**src/rtl/snn_dma_pkg.sv**
```systemverilog
// Shared types and constants for the SRAM DMA initiator.
package snn_dma_pkg;

  typedef enum logic [1:0] {
    IDLE = 2'd0,
    RD   = 2'd1,
    WR   = 2'd2,
    DONE = 2'd3
  } dma_state_e;

  typedef enum logic {
    COPY = 1'b0,
    FILL = 1'b1
  } dma_mode_e;

  localparam logic [31:0] WORD_BYTES = 32'd4;

endpackage

```
**src/rtl/sram_dma_master.sv**
```systemverilog
// Single-channel word DMA: copy (alternating RD/WR, 2 cycles/word) or fill (1 write/cycle).
// SRAM port never stalls, so there is no backpressure; mem_req_* decode from registers only.
module sram_dma_master
  import snn_dma_pkg::*;
#(
  parameter int LEN_W = 16
) (
  input  logic             clk,
  input  logic             rst_n,
  input  logic             start,
  input  logic             mode,
  input  logic [31:0]      src_addr,
  input  logic [31:0]      dst_addr,
  input  logic [LEN_W-1:0] len_words,
  input  logic [31:0]      fill_data,
  input  logic             abort,
  output logic             busy,
  output logic             done,
  output logic             err,
  output logic [LEN_W-1:0] words_done,
  output logic             mem_req_valid,
  output logic             mem_req_write,
  output logic [31:0]      mem_req_addr,
  output logic [31:0]      mem_req_wdata,
  output logic [3:0]       mem_req_wstrb,
  input  logic [31:0]      mem_rdata
);

  localparam logic [LEN_W-1:0] LEN_ONE = LEN_W'(1);

  dma_state_e       r_state;
  dma_state_e       w_next_state;
  dma_mode_e        r_mode;
  logic [31:0]      r_src;
  logic [31:0]      r_dst;
  logic [31:0]      r_fill;
  logic [31:0]      r_buf;
  logic [LEN_W-1:0] r_len;
  logic [LEN_W-1:0] r_words_done;
  logic             r_err;

  logic             w_zero_len;
  logic             w_misaligned;
  logic [LEN_W-1:0] w_words_inc;
  logic             w_last;

  assign w_zero_len   = (len_words == '0);
  assign w_misaligned = (dst_addr[1:0] != 2'b00) ||
                        ((dma_mode_e'(mode) == COPY) && (src_addr[1:0] != 2'b00));
  assign w_words_inc  = r_words_done + LEN_ONE;
  assign w_last       = (w_words_inc == r_len);

  always_ff @(posedge clk or negedge rst_n) begin
    if (!rst_n) begin
      r_state <= IDLE;
    end else begin
      r_state <= w_next_state;
    end
  end

  always_comb begin
    w_next_state = r_state;
    case (r_state)
      IDLE: begin
        if (start) begin
          if (w_zero_len || w_misaligned) begin
            w_next_state = DONE;
          end else if (dma_mode_e'(mode) == FILL) begin
            w_next_state = WR;
          end else begin
            w_next_state = RD;
          end
        end
      end
      RD:      w_next_state = abort ? DONE : WR;
      WR: begin
        if (w_last || abort) begin
          w_next_state = DONE;
        end else if (r_mode == FILL) begin
          w_next_state = WR;
        end else begin
          w_next_state = RD;
        end
      end
      DONE:    w_next_state = IDLE;
      default: w_next_state = IDLE;
    endcase
  end

  always_ff @(posedge clk or negedge rst_n) begin
    if (!rst_n) begin
      r_mode       <= COPY;
      r_src        <= '0;
      r_dst        <= '0;
      r_fill       <= '0;
      r_buf        <= '0;
      r_len        <= '0;
      r_words_done <= '0;
      r_err        <= 1'b0;
    end else begin
      case (r_state)
        IDLE: begin
          if (start) begin
            r_mode       <= dma_mode_e'(mode);
            r_src        <= src_addr;
            r_dst        <= dst_addr;
            r_fill       <= fill_data;
            r_len        <= len_words;
            r_words_done <= '0;
            // A zero-length request completes cleanly even with a bad address.
            r_err        <= !w_zero_len && w_misaligned;
          end
        end
        RD: begin
          if (abort) begin
            r_err <= 1'b1;
          end else begin
            r_buf <= mem_rdata;
            r_src <= r_src + WORD_BYTES;
          end
        end
        WR: begin
          r_dst        <= r_dst + WORD_BYTES;
          r_words_done <= w_words_inc;
          if (abort && !w_last) begin
            r_err <= 1'b1;
          end
        end
        default: ;
      endcase
    end
  end

  assign busy          = (r_state == RD) || (r_state == WR);
  assign done          = (r_state == DONE);
  assign err           = r_err;
  assign words_done    = r_words_done;
  assign mem_req_valid = busy;
  assign mem_req_write = (r_state == WR);
  assign mem_req_addr  = (r_state == RD) ? r_src :
                         (r_state == WR) ? r_dst : 32'h0;
  assign mem_req_wdata = (r_state != WR) ? 32'h0 :
                         (r_mode == FILL) ? r_fill : r_buf;
  assign mem_req_wstrb = (r_state == WR) ? 4'hF : 4'h0;

endmodule

```
**config.mk**
```make
export PLATFORM = sky130hd
export DESIGN_NAME = sram_dma_master
export DESIGN_NICKNAME = d
export VERILOG_FILES = /design/src/rtl/snn_dma_pkg.sv /design/src/rtl/sram_dma_master.sv
export SDC_FILE = /design/constraint.sdc
export NUM_CORES = 1
export LEC_CHECK = 0
export ABC_AREA = 1
export CAP_MARGIN = 20
export CORE_ASPECT_RATIO = 0.75
export CORE_MARGIN = 2
export CORE_UTILIZATION = 51
export DETAILED_ROUTE_END_ITERATION = 6
export PLACE_DENSITY = 0.92
export SYNTH_ARGS = -nofsm -noshare
export SYNTH_HDL_FRONTEND = slang
export SYNTH_SLANG_ARGS = --single-unit
```
**constraint.sdc**
```tcl
create_clock -name clk -period 2.9 [get_ports clk]
set_input_delay 0.58 -clock clk [delete_from_list [all_inputs] [get_ports clk]]
set_output_delay 0.58 -clock clk [all_outputs]
set_load 0.02 [all_outputs]
```
Yosys cells after proc, flatten, opt, wreduce, memory -nomap -nowiden

Index checks and enable logic that the tools add are counted.

$add $sub $neg: 3
Equal/unequal tests: 9
Multiplexer cells: 23
Bitwise logic cells: 2
Reductions and logical operators: 21

Operators with widths:

| cell                                           | number |
|---|---|
| two-way mux 32 bit                             | 7 |
| case mux 32 bit (2 select lines)               | 2 |
| adder 32 x 3 -> 32 bit (second input constant) | 2 |
| case mux 16 bit (2 select lines)               | 1 |
| adder 16 x 1 -> 16 bit (second input constant) | 1 |
| == test 16 bit                                 | 1 |
| zero test 16 bit                               | 1 |
| two-way mux 16 bit                             | 1 |
| two-way mux 2 bit                              | 5 |
| inequality test 2 bit (second input constant)  | 4 |
| case mux 2 bit (4 select lines)                | 1 |
| nonzero test 2 bit                             | 4 |
| AND reduction 2 bit                            | 3 |
| == test 2 bit (second input constant)          | 2 |
| logical OR 1 bit                               | 4 |
| two-way mux 1 bit                              | 4 |
| two-way mux 4 bit                              | 1 |
| AND reduction 4 bit                            | 1 |
| logical AND 1 bit                              | 3 |
| case mux 1 bit (3 select lines)                | 1 |
| AND reduction 3 bit                            | 1 |
| nonzero test 3 bit                             | 1 |
| == test 2 x 1 -> 1 bit (second input constant) | 1 |
| zero test 1 bit                                | 2 |
| other kinds (3)                                | 4 |

Flip-flop bits (word level): 164
Output and inout port bits: 89
Logic and storage cells: 67

Logic depth before layout (Yosys ltp)

Gate-level depths: netlist (run 1).

Depth after elaboration: 7
Gate-level depth with buffers: 16
Depth with buffers taken out: 16

Worst setup path after synthesis (run 1)

No wires, ideal clock.

Kind: register -> output
Start: register r_state[0]
End: output mem_req_wdata[12]
Arrival time: 1,938 ps
Slack: 382 ps
Cell stages (with the launch flop): 8
Path buffers: 3
Cell sequence: dfrtp_1 > inv_1 > ha_1 > buf_2 > clkbuf_1 > clkbuf_1 > o21ai_0 > nor2_1

Cells in the longest elaborated chain, start to end: 2

Ends and longest elaborated chain:

| what                   | line                   | source |
|---|---|---|
| start, declared        | sram_dma_master.sv:31  | `dma_state_e r_state;` |
| start signal, assigned | sram_dma_master.sv:57  | `r_state <= w_next_state;` |
| inequality test 2 bit  | sram_dma_master.sv:142 | `assign mem_req_wdata = (r_state != WR) ? 32'h0 :` |
| two-way mux 32 bit     | sram_dma_master.sv:142 |  |
| end, declared          | sram_dma_master.sv:24  | `output logic [31:0] mem_req_wdata,` |

No other way between the ends.

Worst setup path in the final report (run 1)

Start: register r_state[1]
End: output mem_req_addr[8]

Cells in the longest elaborated chain, start to end: 3
Elaborated cells between the ends (all ways): 4
Classes of those cells: 2 x eq/ne; 2 x mux

Ends and longest elaborated chain:

| what                 | line                   | source |
|---|---|---|
| == test 2 bit        | sram_dma_master.sv:141 | `(r_state == WR) ? r_dst : 32'h0;` |
| two-way mux 32 bit   | sram_dma_master.sv:141 |  |
| two-way mux 32 bit * | sram_dma_master.sv:140 | `assign mem_req_addr = (r_state == RD) ? r_src :` |
| end, declared        | sram_dma_master.sv:23  | `output logic [31:0] mem_req_addr,` |

Every way passes the cells marked *; elsewhere a longest branch is shown, timed or not.

==> impl_metrics.env, run 1 <==
export IMPL_outcome="finished, final reports clean"
export IMPL_drtPass1Iterations=6
export IMPL_place_gp_congestion=0.947
export IMPL_rsz0062_at_grt="false"
export IMPL_r2r_slack_ps=400
export IMPL_power_frac_seq=0.307
export IMPL_switching_share=0.481
export IMPL_synthCells=1400
export IMPL_p_total_mw=14.2
export IMPL_placementRows=43
export IMPL_slowest_stage="dfrtp_1"
export IMPL_grt_max_degree=70
export IMPL_relSlewSlack=0.438
export IMPL_end_kind="output pin"
export IMPL_leakagePower_nw=6.67
export IMPL_synth_nets=1556
export IMPL_dp_slack_ps=369
export IMPL_max_slew_worst_pin_slew_ps=842
export IMPL_avgSynthCellArea_sq_um=6.99
export IMPL_synth_async_reset_ratio=1.00
export IMPL_final_util=0.702
export IMPL_clock_sinks=164
export IMPL_post_cts_buffers=0
export IMPL_skew_ps=11.0
export IMPL_die_h_um=124
export IMPL_grt_antenna_before_repair=0
export IMPL_layout_drive_gt1_share=0.0572
export IMPL_comb_power_share=0.533
export IMPL_grt_usage=0.323
export IMPL_die_x_um=164
export IMPL_portBuffers=237
export IMPL_ant_nets=0
export IMPL_p_int_mw=7.39
export IMPL_min_path_type="input pin to asynchronous set/reset pin"
export IMPL_final_cells=1872
export IMPL_post_route_min_period_ps=2700
export IMPL_ios=238
export IMPL_area_growth_pct=33.7
export IMPL_cts_path_max_buffers=2
export IMPL_holdWs_ps=81.0
export IMPL_cts_buffers=17
export IMPL_grt_ovfl_total=0
export IMPL_ys_warn_count=0
export IMPL_grt_first_pass_wirelength_um=51100
export IMPL_worstSetupStartpointType="register"
export IMPL_dieArea_sq_um=20300
export IMPL_ys_ff_latch=164
export IMPL_ys_types=42
export IMPL_place_hpwl_um=23800
export IMPL_tns_ps=0
export IMPL_synth_seq_area_share=0.420
export IMPL_clock_latency_ps=430
export IMPL_slew_violations=0
export IMPL_p_clk_frac=0.160
export IMPL_initial_core_util=0.525
export IMPL_drc_errors=0
export IMPL_viasPerCell=5.75
export IMPL_first_iter_violations=1471
export IMPL_antennaDiodeCount=0
export IMPL_hold_viol=0
export IMPL_coreArea_sq_um=18600
export IMPL_fmax_mhz=371
export IMPL_vias=10800
export IMPL_setup_ws_ps=204
export IMPL_crit_chain="inv_1 > ha_1 > clkinv_1 > buf_12 > o22ai_1 > dlygate4sd2_1"
export IMPL_drt_wirelength_per_cell_um=17.4
export IMPL_power_density_nw_per_um2=1090
export IMPL_place_area_sq_um=12400
export IMPL_design_area_sq_um=13100
export IMPL_vdd_ir_drop_worst_uv=553
export IMPL_cpLargestDelayFamily="buffers and inverters"
export IMPL_cpPeakStageDelay_ps=410
export IMPL_syn_area_sq_um=9780
export IMPL_switchingPower_mw=6.84
export IMPL_synthFlopType="dfrtp_1"
export IMPL_required_ps=2320
export IMPL_final_nets=1768
export IMPL_grt_pass1_vias=9992
export IMPL_setup_viol=0
export IMPL_wirelength_um=32600
export IMPL_cts_tree="done"
export IMPL_synth_edff_count=0
export IMPL_cts_max_level=4
export IMPL_cp_arrival_ps=2120
export IMPL_cts_root_buffer="clkbuf_16"
export IMPL_final_period_utilization=0.930
export IMPL_crit_buf_inv=4
export IMPL_crit_fanout=60
export IMPL_max_cap_viol_count=0
export IMPL_worstSetupPathType="register to output pin"
export IMPL_clkTransAtPathRegs_ps=60
export IMPL_place_inst=1840
## final timing paths
path,cells after the start,startpoint,to
max in group asynchronous,2,rst_n,r_dst[17]
min reg2reg,2,r_buf[2],r_buf[2]
min in group clk,2,r_buf[2],r_buf[2]
max,6,r_state[1],mem_req_addr[8]
min,1,rst_n,words_done[13]
max reg2reg,10,r_state[1],r_src[26]
## state kept, by name, summed over array words and instances, names as in the netlist
name and cells:
err 1, r_len 16, r_buf 32, r_fill 32
r_dst 32, words_done 16, r_state 2, r_mode 1
r_src 32
## metal layers
metal / wire length, um / track usage
met5: 0 / 0
met4: 1250 / 0.143
met3: 3320 / 0.0773
met2: 14600 / 0.504
met1: 13400 / 0.433
## final cells by class
cell class | instances | area [sq um]
clock inverters | 13 | 141
well taps | 247 | 309
clock buffers | 19 | 443
multi-input cells | 1031 | 4890
fillers | 1481 | 5540
repair buffers | 256 | 2650
flip-flops and latches | 164 | 4100
inverters | 142 | 533
## cells in the final DEF (no fill, tap or decap), types with 3 or more instances in the layout
cell type | netlist | routed
nand2_1 | 453 | 452
clkdlybuf4s50_1 | 0 | 172
dfrtp_1 | 164 | 164
o21ai_0 | 147 | 147
nor2_1 | 136 | 135
inv_1 | 133 | 133
nand3_1 | 83 | 83
dlymetal6s2s_1 | 0 | 42
o22ai_1 | 33 | 33
o211ai_1 | 26 | 26
nor3_1 | 22 | 22
dlygate4sd2_1 | 0 | 22
nand4_1 | 18 | 18
xor2_1 | 18 | 18
clkbuf_16 | 0 | 17
a21oi_1 | 15 | 15
nor4_1 | 14 | 14
buf_4 | 5 | 12
nor2_2 | 8 | 9
nand2_2 | 6 | 7
or2_2 | 6 | 6
a31oi_1 | 6 | 6
ha_1 | 7 | 6
inv_2 | 5 | 5
nand3b_1 | 5 | 5
clkinvlp_4 | 0 | 5
clkinv_1 | 4 | 4
o21ai_1 | 3 | 3
nor3_4 | 3 | 3
nand3_2 | 3 | 3
nor2_4 | 3 | 3
inv_6 | 0 | 3
buf_6 | 0 | 3
buf_12 | 0 | 3
## what timing repair did
item,in CTS,in global routing
setup endpoints to repair,51,42
hold buffers,0,0
resized for setup,26,44
## cells in the mapped netlist (3+ instances only)
cell type / count / area share
a21oi_1: 15 / 0.0077
a31oi_1: 6 / 0.0038
buf_1: 8 / 0.0031
buf_2: 6 / 0.0031
buf_4: 5 / 0.0038
clkbuf_1: 44 / 0.017
clkinv_1: 4 / 0.0015
dfrtp_1: 164 / 0.42
ha_1: 7 / 0.0090
inv_1: 133 / 0.051
inv_2: 5 / 0.0019
nand2_1: 453 / 0.17
nand2_2: 6 / 0.0038
nand3_1: 83 / 0.042
nand3_2: 3 / 0.0031
nand3b_1: 5 / 0.0038
nand4_1: 18 / 0.012
nor2_1: 136 / 0.052
nor2_2: 8 / 0.0051
nor2_4: 3 / 0.0035
nor3_1: 22 / 0.011
nor3_4: 3 / 0.0050
nor4_1: 14 / 0.0090
o211ai_1: 26 / 0.020
o21ai_0: 147 / 0.075
o21ai_1: 3 / 0.0015
o22ai_1: 33 / 0.021
or2_2: 6 / 0.0038
xor2_1: 18 / 0.016
## cells by family (layout without fill, tap and decap cells)
group	count (synthesis)	after routing	share of synthesized area
XOR/XNOR	20	20	0.0193
AND/OR/NAND/NOR	764	764	0.333
AO/OA/AOI/OAI	239	239	0.137
multiplexers	1	1	0.00102
buffers and inverters	205	430	0.0814
flip-flops	164	164	0.420
adder cells (fa/ha/maj)	7	7	0.00895
## power groups by stage
| stage | combinational (mW) | clock (mW) | sequential [mW] |
|---|---|---|---|
| 2_1_floorplan | 4.76 | 0 | 4.18 |
| 3_3_place_gp | 7.38 | 0 | 4.31 |
| 5_1_grt | 8.31 | 2.37 | 4.49 |
| 3_5_place_dp | 7.58 | 0 | 4.35 |
| 6_report | 7.58 | 2.27 | 4.37 |
| 4_1_cts | 7.55 | 2.28 | 4.32 |
(Power assumes the default switching activity.)
==> inputs of run 2 (changes only) <==
--- a/config.mk
+++ b/config.mk
@@ -11,6 +11,7 @@
 export CORE_MARGIN = 2
 export CORE_UTILIZATION = 51
 export DETAILED_ROUTE_END_ITERATION = 6
+export GPL_TIMING_DRIVEN = 0
 export PLACE_DENSITY = 0.92
 export SYNTH_ARGS = -nofsm -noshare
 export SYNTH_HDL_FRONTEND = slang
==> impl_metrics.env, run 2 (same netlist as run 1, synthesis figures left out) <==
export IMPL_outcome="finished, final reports clean"
export IMPL_worstSetupPathType="register to output pin"
export IMPL_crit_chain="inv_1 > ha_2 > buf_6 > nand2_1 > clkbuf_4 > o21ai_1 > clkdlybuf4s15_2"
export IMPL_slew_violations=0
export IMPL_relSlewSlack=0.362
export IMPL_grt_first_pass_wirelength_um=53800
export IMPL_place_gp_congestion=0.970
export IMPL_antennaDiodeCount=0
export IMPL_post_route_min_period_ps=2870
export IMPL_grt_max_degree=113
export IMPL_grt_pass1_vias=10400
export IMPL_switching_share=0.492
export IMPL_power_density_nw_per_um2=1120
export IMPL_leakagePower_nw=6.10
export IMPL_wirelength_um=34700
export IMPL_critPathLaunch="r_state[0]"
export IMPL_coreArea_sq_um=18600
export IMPL_comb_power_share=0.539
export IMPL_hold_viol=0
export IMPL_min_path_type="input pin to asynchronous set/reset pin"
export IMPL_clkTransAtPathRegs_ps=70
export IMPL_initial_core_util=0.525
export IMPL_worstSetupStartpointType="register"
export IMPL_grt_antenna_before_repair=0
export IMPL_cts_max_level=4
export IMPL_p_clk_frac=0.162
export IMPL_drt_wirelength_per_cell_um=18.1
export IMPL_cts_root_buffer="clkbuf_16"
export IMPL_final_cell_mix="453 x nand2_1, 172 x clkdlybuf4s50_1, 164 x dfrtp_1"
export IMPL_first_iter_violations=1462
export IMPL_skew_ps=12.5
export IMPL_area_growth_pct=33.4
export IMPL_setup_viol=0
export IMPL_crit_fanout=10
export IMPL_fmax_mhz=349
export IMPL_cts_path_max_buffers=2
export IMPL_p_int_mw=7.45
export IMPL_fillers=1561
export IMPL_portBuffers=237
export IMPL_viasPerCell=5.75
export IMPL_cp_arrival_ps=2290
export IMPL_grt_usage=0.344
export IMPL_rr_startpoint="r_state[0]"
export IMPL_slowest_stage="dfrtp_1"
export IMPL_dieArea_sq_um=20300
export IMPL_cts_buffers=17
export IMPL_drc_errors=0
export IMPL_vias=11000
export IMPL_ant_nets=0
export IMPL_place_hpwl_um=26000
export IMPL_tns_ps=0
export IMPL_final_util=0.701
export IMPL_required_ps=2320
export IMPL_placementRows=43
export IMPL_max_slew_worst_pin_slew_ps=953
export IMPL_clock_sinks=164
export IMPL_grt_ovfl_total=0
export IMPL_final_nets=1810
export IMPL_max_cap_viol_count=0
export IMPL_hold_buffers=0
export IMPL_final_common_cell="nand2_1"
export IMPL_drtPass1Iterations=6
export IMPL_power_frac_seq=0.300
export IMPL_switchingPower_mw=7.21
export IMPL_cts_tree="done"
export IMPL_final_period_utilization=0.989
export IMPL_vdd_ir_drop_worst_uv=534
export IMPL_layout_drive_gt1_share=0.0888
export IMPL_cpPeakStageDelay_ps=420
export IMPL_die_x_um=164
export IMPL_die_h_um=124
export IMPL_rsz0062_at_grt="true"
export IMPL_clock_latency_ps=440
export IMPL_ios=238
export IMPL_end_kind="output pin"
==> run 2: layer usage <==
| metal | vias up | wire length, um | track usage |
|---|---|---|---|
| met1 | 5098 | 13800 | 0.471 |
| met2 | 745 | 15400 | 0.532 |
| met3 | 92 | 4340 | 0.0869 |
| met4 | 0 | 1120 | 0.124 |
| li1 | 5068 | - | - |
| met5 | - | 0 | 0 |
==> run 2: critical path, delay by kind of cell (launching register included) <==
kind	cells	cell delay, ps
adder cells (fa/ha/maj)	1	260
AO/OA/AOI/OAI	1	250
AND/OR/NAND/NOR	1	110
flip-flops	1	420
buffers and inverters	4	800
==> run 2: path summary, 6_finish.rpt <==
| path | cells past startpoint | endpoint | slack, ps |
|---|---|---|---|
| max in group asynchronous | 2 | r_buf[17] | 1970 |
| min in group clk | 2 | r_buf[5] | 470 |
| min | 1 | words_done[13] | 50 |
| max reg2reg | 10 | words_done[3] | 280 |
| max | 7 | mem_req_addr[16] | 30 |
| min reg2reg | 2 | r_buf[5] | 470 |
==> run 2: repair_timing <==
action,in CTS,in global routing
hold endpoints to repair,0,0
endpoints found under the setup margin,64,63
resized for setup,147,71
buffers inserted,0,0
==> run 2: area by class of cell <==
type / count / area (sq um) / area share
Clock inverter: 13 / 161 / 0.0124
Inverter: 142 / 534 / 0.0409
Sequential cell: 164 / 4100 / 0.315
Tap cell: 247 / 309 / 0.0237
Clock buffer: 19 / 443 / 0.0339
Timing Repair Buffer: 238 / 2270 / 0.174
Buffer: 60 / 308 / 0.0236
Multi-Input combinational cell: 1031 / 4920 / 0.377
==> run 2: power by group through the flow <==
stage	Sequential [mW]	Combinational, mW	Clock, mW
after detailed placement	4.34	7.86	0
after global routing	4.49	8.59	2.48
after CTS	4.34	7.73	2.38
final	4.39	7.90	2.37
after global placement	4.31	7.67	0
after floorplan	4.18	4.76	0
==> run 2: stage by stage <==
step	cells	setup slack [ps]	total power [mW]	area (sq um)	hold slack (ps)
finish	1914	33.1	14.7	13000	49.9
global route	1914	-18.0	15.6	13000	74.1
CTS	1914	-1.02	14.4	13100	64.7
detailed placement	1885	-541	12.2	12500	453
global placement	1884	-5590	12.0	12500	449
floorplan	1400	382	8.94	9780	284
==> inputs of run 3 (changes only) <==
--- a/config.mk
+++ b/config.mk
@@ -13,6 +13,7 @@
 export DETAILED_ROUTE_END_ITERATION = 6
 export GPL_TIMING_DRIVEN = 0
 export PLACE_DENSITY = 0.92
+export SLEW_MARGIN = 20
 export SYNTH_ARGS = -nofsm -noshare
 export SYNTH_HDL_FRONTEND = slang
 export SYNTH_SLANG_ARGS = --single-unit
==> impl_metrics.env, run 3 (same netlist as run 1, synthesis figures left out) <==
export IMPL_outcome="finished, final reports clean"
export IMPL_required_ps=2320
export IMPL_cpLargestDelayFamily="buffers and inverters"
export IMPL_place_inst=1885
export IMPL_max_slew_worst_pin_slew_ps=905
export IMPL_place_gp_congestion=0.970
export IMPL_cts_max_level=4
export IMPL_vdd_ir_drop_worst_uv=501
export IMPL_skew_ps=14.0
export IMPL_dieArea_sq_um=20300
export IMPL_clock_sinks=164
export IMPL_grt_ovfl_total=0
export IMPL_tns_ps=0
export IMPL_slew_violations=0
export IMPL_crit_fanout=19
export IMPL_post_route_min_period_ps=2870
export IMPL_die_x_um=164
export IMPL_initial_core_util=0.525
export IMPL_final_nets=1810
export IMPL_dp_slack_ps=-536
export IMPL_relSlewSlack=0.395
export IMPL_post_cts_buffers=0
export IMPL_p_clk_frac=0.166
export IMPL_cp_arrival_ps=2290
export IMPL_comb_power_share=0.536
export IMPL_grt_max_degree=95
export IMPL_cts_path_max_buffers=2
export IMPL_cts_buffers=17
export IMPL_coreArea_sq_um=18600
export IMPL_setup_viol=0
export IMPL_grt_first_pass_wirelength_um=53300
export IMPL_area_growth_pct=34.0
export IMPL_max_cap_viol_count=0
export IMPL_grt_antenna_before_repair=1
export IMPL_holdWs_ps=106
export IMPL_viasPerCell=5.77
export IMPL_end_kind="output pin"
export IMPL_clock_latency_ps=440
export IMPL_first_iter_violations=1446
export IMPL_final_common_cell="nand2_1"
export IMPL_hold_buffers=0
export IMPL_leakagePower_nw=6.14
export IMPL_hold_viol=0
export IMPL_min_path_type="input pin to asynchronous set/reset pin"
export IMPL_grt_pass1_vias=10400
export IMPL_portBuffers=237
export IMPL_switchingPower_mw=7.22
export IMPL_ios=238
export IMPL_drt_wirelength_per_cell_um=17.9
export IMPL_final_cell_mix="453 x nand2_1, 172 x clkdlybuf4s50_1, 164 x dfrtp_1"
export IMPL_crit_chain="inv_1 > ha_4 > clkinv_2 > clkbuf_4 > o22ai_1 > dlygate4sd2_1"
export IMPL_final_period_utilization=0.991
export IMPL_grt_usage=0.340
export IMPL_switching_share=0.490
export IMPL_power_frac_seq=0.297
export IMPL_clkTransAtPathRegs_ps=80
export IMPL_layout_drive_gt1_share=0.0864
export IMPL_ant_nets=0
export IMPL_die_h_um=124
export IMPL_cts_root_buffer="clkbuf_16"
export IMPL_antennaDiodeCount=0
export IMPL_drtPass1Iterations=6
export IMPL_fmax_mhz=348
export IMPL_p_int_mw=7.53
export IMPL_cts_tree="done"
export IMPL_drc_errors=0
export IMPL_slowest_stage="dfrtp_1"
export IMPL_worstSetupStartpointType="register"
export IMPL_final_util=0.704
export IMPL_vias=11000
export IMPL_final_cells=1914
export IMPL_place_hpwl_um=25900
export IMPL_crit_buf_inv=4
export IMPL_power_density_nw_per_um2=1130
export IMPL_placementRows=43
export IMPL_setup_ws_ps=25.6
export IMPL_fillers=1563
export IMPL_worstSetupPathType="register to output pin"
export IMPL_cpPeakStageDelay_ps=430
export IMPL_wirelength_um=34300
[run 3: final timing paths]
path	startpoint	endpoint	slack [ps]	depth (start not counted)
max in group asynchronous	rst_n	r_fill[11]	1920	2
worst max register to register	r_state[0]	words_done[10]	270	10
worst max-delay path	r_state[1]	mem_req_addr[7]	30	6
min in group clk	r_buf[12]	r_buf[12]	470	2
worst min register to register	r_buf[12]	r_buf[12]	470	2
worst min-delay path	rst_n	r_src[7]	110	1
[run 3: layout make-up]
type                            instances  area [sq um]  area share
Multi-Input combinational cell       1031          4950       0.378
Inverter                              142           534      0.0408
Clock buffer                           19           433      0.0330
Buffer                                 60           299      0.0228
Tap cell                              247           309      0.0236
Sequential cell                       164          4100       0.313
Timing Repair Buffer                  238          2290       0.175
Clock inverter                         13           186      0.0142
[run 3: layer usage]
metal	up-vias	share of wire	GRT usage
li1	5067	-	-
met1	5077	0.40	0.468
met2	795	0.44	0.523
met3	108	0.13	0.0813
met4	2	0.035	0.128
met5	-	0.00064	0
[run 3: power groups by stage]
| stage | registers (mW) | clock network, mW | logic, mW |
|---|---|---|---|
| floorplan | 4.18 | 0 | 4.76 |
| global placement | 4.31 | 0 | 7.67 |
| detailed placement | 4.34 | 0 | 7.87 |
| CTS | 4.32 | 2.44 | 7.72 |
| global route | 4.49 | 2.54 | 8.60 |
| finish | 4.39 | 2.46 | 7.91 |
[run 3: per-stage QoR]
stage | area (sq um) | power (mW)
4_1_cts | 13100 | 14.5
3_5_place_dp | 12500 | 12.2
3_3_place_gp | 12500 | 12.0
6_report | 13100 | 14.8
2_1_floorplan | 9780 | 8.94
5_1_grt | 13100 | 15.6
[run 3: repair_timing]
action,4_1_cts,5_1_grt
gates resized for setup,146,60
endpoints found under the setup margin,64,63
endpoints found under the hold margin,0,0
